[src/rtl/base_endian_arb_pkg.sv]
// Shared definitions for the two-requester byte-swap arbiter.
package base_endian_arb_pkg;

    typedef enum logic [1:0] {
        ST_IDLE  = 2'd0,
        ST_LOCK0 = 2'd1,
        ST_LOCK1 = 2'd2
    } arb_state_t;

    localparam logic [1:0] FIFO_DEPTH = 2'd2;

endpackage

[src/rtl/base_endian_szl.sv]
// Static byte swapper: when szl is set, output byte k takes input byte bytes-1-k.
module base_endian_szl #(
    parameter bit szl   = 1'b1,
    parameter int bytes = 8
) (
    input  logic [0:8*bytes-1] i_d,
    output logic [0:8*bytes-1] o_d
);

    generate
        for (genvar gi = 0; gi < bytes; gi++) begin : g_byte
            if (szl) begin : g_swap
                assign o_d[8*gi +: 8] = i_d[8*(bytes-1-gi) +: 8];
            end else begin : g_pass
                assign o_d[8*gi +: 8] = i_d[8*gi +: 8];
            end
        end
    endgenerate

endmodule

[src/rtl/base_endian_arb.sv]
// Packet-granular round-robin arbiter feeding a shared byte-swap datapath
// into a 2-entry (main + skid) output buffer.
module base_endian_arb
    import base_endian_arb_pkg::*;
#(
    parameter int bytes = 8
) (
    input  logic               clk,
    input  logic               reset_n,
    input  logic               i0_v,
    output logic               i0_r,
    input  logic [0:8*bytes-1] i0_d,
    input  logic               i0_szl,
    input  logic               i0_e,
    input  logic               i1_v,
    output logic               i1_r,
    input  logic [0:8*bytes-1] i1_d,
    input  logic               i1_szl,
    input  logic               i1_e,
    output logic               o_v,
    input  logic               o_r,
    output logic [0:8*bytes-1] o_d,
    output logic               o_e,
    output logic               o_src
);

    localparam int W = 8*bytes;

    arb_state_t     r_state;
    arb_state_t     w_state_next;
    logic           r_rr;
    logic [1:0]     r_cnt;
    logic [0:W-1]   r_main_d;
    logic [0:W-1]   r_skid_d;
    logic           r_main_e;
    logic           r_skid_e;
    logic           r_main_src;
    logic           r_skid_src;

    logic           w_gnt0;
    logic           w_gnt1;
    logic           w_full;
    logic           w_acc0;
    logic           w_acc1;
    logic           w_push;
    logic           w_pop;
    logic           w_src;
    logic           w_sel_e;
    logic           w_sel_szl;
    logic [0:W-1]   w_sel_d;
    logic [0:W-1]   w_swp_d;
    logic [0:W-1]   w_push_d;

    // Ready depends only on lock state, valids and buffer occupancy, never on o_r.
    assign w_full = (r_cnt == FIFO_DEPTH);
    assign w_acc0 = i0_v & i0_r;
    assign w_acc1 = i1_v & i1_r;
    assign w_push = w_acc0 | w_acc1;
    assign w_src  = w_acc1;
    assign w_pop  = (r_cnt != 2'd0) & o_r;

    assign w_sel_d   = w_src ? i1_d   : i0_d;
    assign w_sel_szl = w_src ? i1_szl : i0_szl;
    assign w_sel_e   = w_src ? i1_e   : i0_e;

    base_endian_szl #(
        .szl   (1'b1),
        .bytes (bytes)
    ) u_szl (
        .i_d (w_sel_d),
        .o_d (w_swp_d)
    );

    assign w_push_d = w_sel_szl ? w_swp_d : w_sel_d;

    always_ff @(posedge clk) begin
        if (!reset_n) begin
            r_state <= ST_IDLE;
        end else begin
            r_state <= w_state_next;
        end
    end

    always_comb begin
        w_state_next = r_state;
        case (r_state)
            ST_IDLE: begin
                if (w_push && !w_sel_e) begin
                    w_state_next = w_src ? ST_LOCK1 : ST_LOCK0;
                end
            end
            ST_LOCK0: if (w_acc0 && i0_e) w_state_next = ST_IDLE;
            ST_LOCK1: if (w_acc1 && i1_e) w_state_next = ST_IDLE;
            default:  w_state_next = ST_IDLE;
        endcase
    end

    always_comb begin
        w_gnt0 = 1'b0;
        w_gnt1 = 1'b0;
        case (r_state)
            ST_IDLE: begin
                if (i0_v && i1_v) begin
                    w_gnt0 = r_rr;
                    w_gnt1 = ~r_rr;
                end else begin
                    w_gnt0 = i0_v;
                    w_gnt1 = i1_v;
                end
            end
            ST_LOCK0: w_gnt0 = 1'b1;
            ST_LOCK1: w_gnt1 = 1'b1;
            default: begin
                w_gnt0 = 1'b0;
                w_gnt1 = 1'b0;
            end
        endcase
        i0_r = w_gnt0 & ~w_full & reset_n;
        i1_r = w_gnt1 & ~w_full & reset_n;
    end

    always_ff @(posedge clk) begin
        if (!reset_n) begin
            r_rr <= 1'b1;
        end else if (w_push && (r_state == ST_IDLE)) begin
            r_rr <= w_src;
        end
    end

    // Main entry drives the outputs; the skid entry only fills when main is held.
    always_ff @(posedge clk) begin
        if (!reset_n) begin
            r_cnt      <= 2'd0;
            r_main_d   <= '0;
            r_main_e   <= 1'b0;
            r_main_src <= 1'b0;
            r_skid_d   <= '0;
            r_skid_e   <= 1'b0;
            r_skid_src <= 1'b0;
        end else begin
            if (w_push && ((r_cnt == 2'd0) || ((r_cnt == 2'd1) && w_pop))) begin
                r_main_d   <= w_push_d;
                r_main_e   <= w_sel_e;
                r_main_src <= w_src;
            end else if (w_push && (r_cnt == 2'd1)) begin
                r_skid_d   <= w_push_d;
                r_skid_e   <= w_sel_e;
                r_skid_src <= w_src;
            end else if (w_pop && (r_cnt == 2'd2)) begin
                r_main_d   <= r_skid_d;
                r_main_e   <= r_skid_e;
                r_main_src <= r_skid_src;
            end
            r_cnt <= r_cnt + {1'b0, w_push} - {1'b0, w_pop};
        end
    end

    assign o_v   = (r_cnt != 2'd0);
    assign o_d   = r_main_d;
    assign o_e   = r_main_e;
    assign o_src = r_main_src;

endmodule

[config.mk]
export PLATFORM = sky130hd
export DESIGN_NAME = base_endian_arb
export DESIGN_NICKNAME = d
export VERILOG_FILES = /design/src/rtl/base_endian_arb_pkg.sv /design/src/rtl/base_endian_szl.sv /design/src/rtl/base_endian_arb.sv
export SDC_FILE = /design/constraint.sdc
export NUM_CORES = 1
export LEC_CHECK = 0
export BUFFER_PORTS_ARGS = -buffer_cell sky130_fd_sc_hd__buf_2
export CELL_PAD_IN_SITES_DETAIL_PLACEMENT = 1
export CELL_PAD_IN_SITES_GLOBAL_PLACEMENT = 2
export CORE_MARGIN = 3
export CORE_UTILIZATION = 35
export DETAILED_ROUTE_END_ITERATION = 16
export PLACE_DENSITY_LB_ADDON = 0.1
export SYNTH_ARGS = -nofsm -noshare
export SYNTH_HDL_FRONTEND = slang
export SYNTH_SLANG_ARGS = --single-unit
[constraint.sdc]
create_clock -name clk -period 4.49 [get_ports clk]
set_input_delay 0.898 -clock clk [delete_from_list [all_inputs] [get_ports clk]]
set_output_delay 0.898 -clock clk [all_outputs]
set_load 0.1 [all_outputs]
==> metrics.md <==
| Metric | Value |
|---|---|
| Outcome | completed |
| Die Width | around 150 um |
| Critical path arrival | around 1900 ps |
| Detailed Route Iter0 Violations | between 200 and 250 |
| Worst slew pin tran | roughly 1100 ps |
| CTS Hold Bufs | 0 |
| DP Worst Slack | about 1500 ps |
| Post-route ant nets | 0 |
| Cells after DPL | approximately 1,100 |
| Mapped Cells | around 640 |
| Synth Flop Type | dfxtp_1 |
| Most frequent cells in the layout | buf_2, mux2i_1, dfxtp_1 |
| Core footprint | 19,600 sq um |
| Via count | approximately 6,000 |
| FILL cells | roughly 2,200 |
| Syn_nets | just under 800 |
| Post-CTS Setup Inserts | 0 |
| Final WS setup | 1740 ps |
| Fin. max-slew vios | 0 |
| Setup slack, reg-to-reg | roughly 2100 ps |
| DR vias/cell | approximately 5.4 |
| Post-synthesis simple-gate area fraction | between 8 and 9% |
| Clock latency on the worst-skew pair | 410 ps |
| Unrepaired setup endpoints after global routing | no |
| Largest net degree at the start of global routing | 65 |
| Clock slew seen by the registers of the worst setup and hold paths | 60 ps |
| Worst Clk Skew | between 8 and 9 ps |
| DRC violations left | 0 |
| Final wirelength | approximately 22 mm |
| Fmax | 364 MHz |
| Die Ht | 148 um |
| Wire per inst | a little over 20 um |
| Row cnt | 51 |
| Leading area contributor after synthesis | dfxtp_1 |
| Final std cells w/o fill | 1,098 |
| Port Buf Inserts | just over 200 |
| Commonest non-fill, non-tap cell in the layout | buf_2 |
| EDFF count, synth | 0 |
| Router iterations before antenna repair | 4 |
| Clk sinks | between 100 and 150 |
| Reg2Reg Depth | 5 |
| Grt total ovfl | 0 |
| Slowest stage delay, CP | between 400 and 500 ps |
| Adder-cell share of the synthesized area | less than 1% |
| Final Power | 5.39 mW |
| Required time of the critical path | between 3000 and 4000 ps |
| Hold EP | r_skid_d[59] |
| Full die area | between 20,000 and 25,000 sq um |
| Mux share of post-synthesis cell area | ~27% |
| Number of diodes | 0 |
| CP Capture Type | primary output |
| Initial antenna violation count | 0 |
| CP max FO | 13 |
| Final Net Count | roughly 960 |
| Vias in the first global route | 6,273 |
| RD Place Congestion | ~0.8 |
| CP Launch Type | primary input |
| Share of layout cells above drive strength 1 | a little under a third |
| Most common cell on crit path | buf_2 |
| WS Path Type | in -> out |
| Wire length of the first global-routing pass | about 35 mm |
| CTS tree | built |
| Yosys cell types | between 40 and 50 |
| Min Tclk post-route | approximately 2800 ps |
| P&R area growth vs syn | 25.4% |
| Hold Crit Class | reg -> reg |
| Worst path slowest cell | buf_2 |
| Io pins | approximately 200 |
| Clock root buffer | clkbuf_16 |
| R2r startpoint | r_cnt[1] |
| Hold Vio Cnt, Final | 0 |
| CP delay by family, top | buffers and inverters |
| Largest family of logic cells by synthesized area | multiplexers |
| Synth Area in Compound Gates | around a fifth |
| Synth Area per Inst | ~11 sq um |
| Synth warn | 0 |
| GRT Util Overall | between 15 and 20% |
| Final setup vio count | 0 |
| Worst-path cell chain | buf_2 > nand2_1 > nor3_1 > buf_2 |
| Seq/Total Area, Yosys | ~40% |
| PD cells | between 600 and 700 nW/um^2 |
| Synth top area share | about two fifths |
| Asr flop ratio synth | 0% |
| WP buf/inv | 2 |
| Max rail drop VDD | between 0.3 and 0.4 mV |
| DP HPWL | approximately 16 mm |
| Max-cap viol count | 0 |
| Hold depth | 1 |
| Xor/xnor share of the synthesized area | less than 1% |
| Slew margin rel. | around a quarter |
| WHS | 467 ps |
| LEAKAGE | 4.09 nW |
| Synthesized area | between 7000 and 8000 sq um |
| Sum Neg Setup Slack | 0 ps |
| Num CTS Buffers | 17 |
| CTS resizes | 0 |
| #FFs+latches synth | between 100 and 150 |
| Ranking of synthesized cells by area | dfxtp_1, mux2i_1, a221o_1, a22o_1, and2_1 |
| Hold_sp | r_skid_d[59] |
| Period utilization | roughly 61% |
| R2R Path End | r_skid_d[18] |
| CTS Buffer Depth | 2 |
| H-tree depth | 4 |
| Starting density of the core | a little over a third |
worst max path at each step:
stage	depth (start not counted)	from	slack [ps]	end
2_1_floorplan	3	reset_n	280	i0_r
3_3_place_gp	6	i1_v	1620	o_d[18]
3_5_place_dp	6	i1_v	1550	o_d[16]
4_1_cts	4	reset_n	1730	i0_r
5_1_grt	4	reset_n	1650	i0_r
6_report	4	reset_n	1740	i1_r
metrics by stage:
stage          instance area [sq um]  utilization (%)
2_1_floorplan                   7050                -
3_3_place_gp                    8170             41.7
5_1_grt                         8840             45.1
4_1_cts                         8840             45.1
6_report                        8840             45.1
3_5_place_dp                    8170             41.7
sequential cells by signal (all words and copies together) (netlist names):
name,count
r_skid_d,64
o_e,1
o_src,1
r_state,2
r_skid_src,1
r_skid_e,1
r_rr,1
o_d,64
r_cnt,2
worst register-to-register path, cell delays in order (launching register included):
cell,delay (ps)
dfxtp_1,420
nor3b_1,300
a21boi_2,330
and2_2,680
buf_4,400
a22o_1,180
where the power goes:
group          switching (mW)  internal (mW)  total [mW]
registers               0.155           1.46        1.61
clock network           0.530           1.03        1.56
logic                    1.76          0.464        2.22
cells in the mapped netlist, drive strengths merged, types with 2 or more instances:
library cell and count:
buf 32, mux2i 191, a22o 63, dfxtp 137
ha 2, a32o 2, nor2 5, nand3 2
a211oi 2, a221o 63, nor3 3, nand2 12
inv 4, a21oi 4, nor2b 3, clkbuf 24
o21ai 2, nand3b 2, a31oi 2, and2 66
nand2b 5
cell type report:
class                      count  area (sq um)  area share, %
inverter                       4          15.0          0.170
timing repair buffer         214          1110           12.6
clock inverter                11           193           2.18
clock buffer                  21           470           5.32
tap                          265           332           3.75
sequential                   137          2740           31.0
multi-input combinational    446          3970           45.0
metal layers:
metal  up-vias  global-route usage, %  wire (um)
met4         0                   5.45        317
li1       2834                      -          -
met3        21                   3.80        830
met1      2966                   25.6      10000
met5         -                      0          0
met2       150                   34.4      11100
logic make-up (layout without fill, tap and decap cells):
kind of cell    after synthesis  after routing
compound gates              147            147
simple gates                103            103
fa+ha+maj                     2              2
mux                         192            192
xor+xnor                      2              2
flops                       137            137
buf+inv                      60            250
Note: power is estimated with default switching activity, not from simulation.
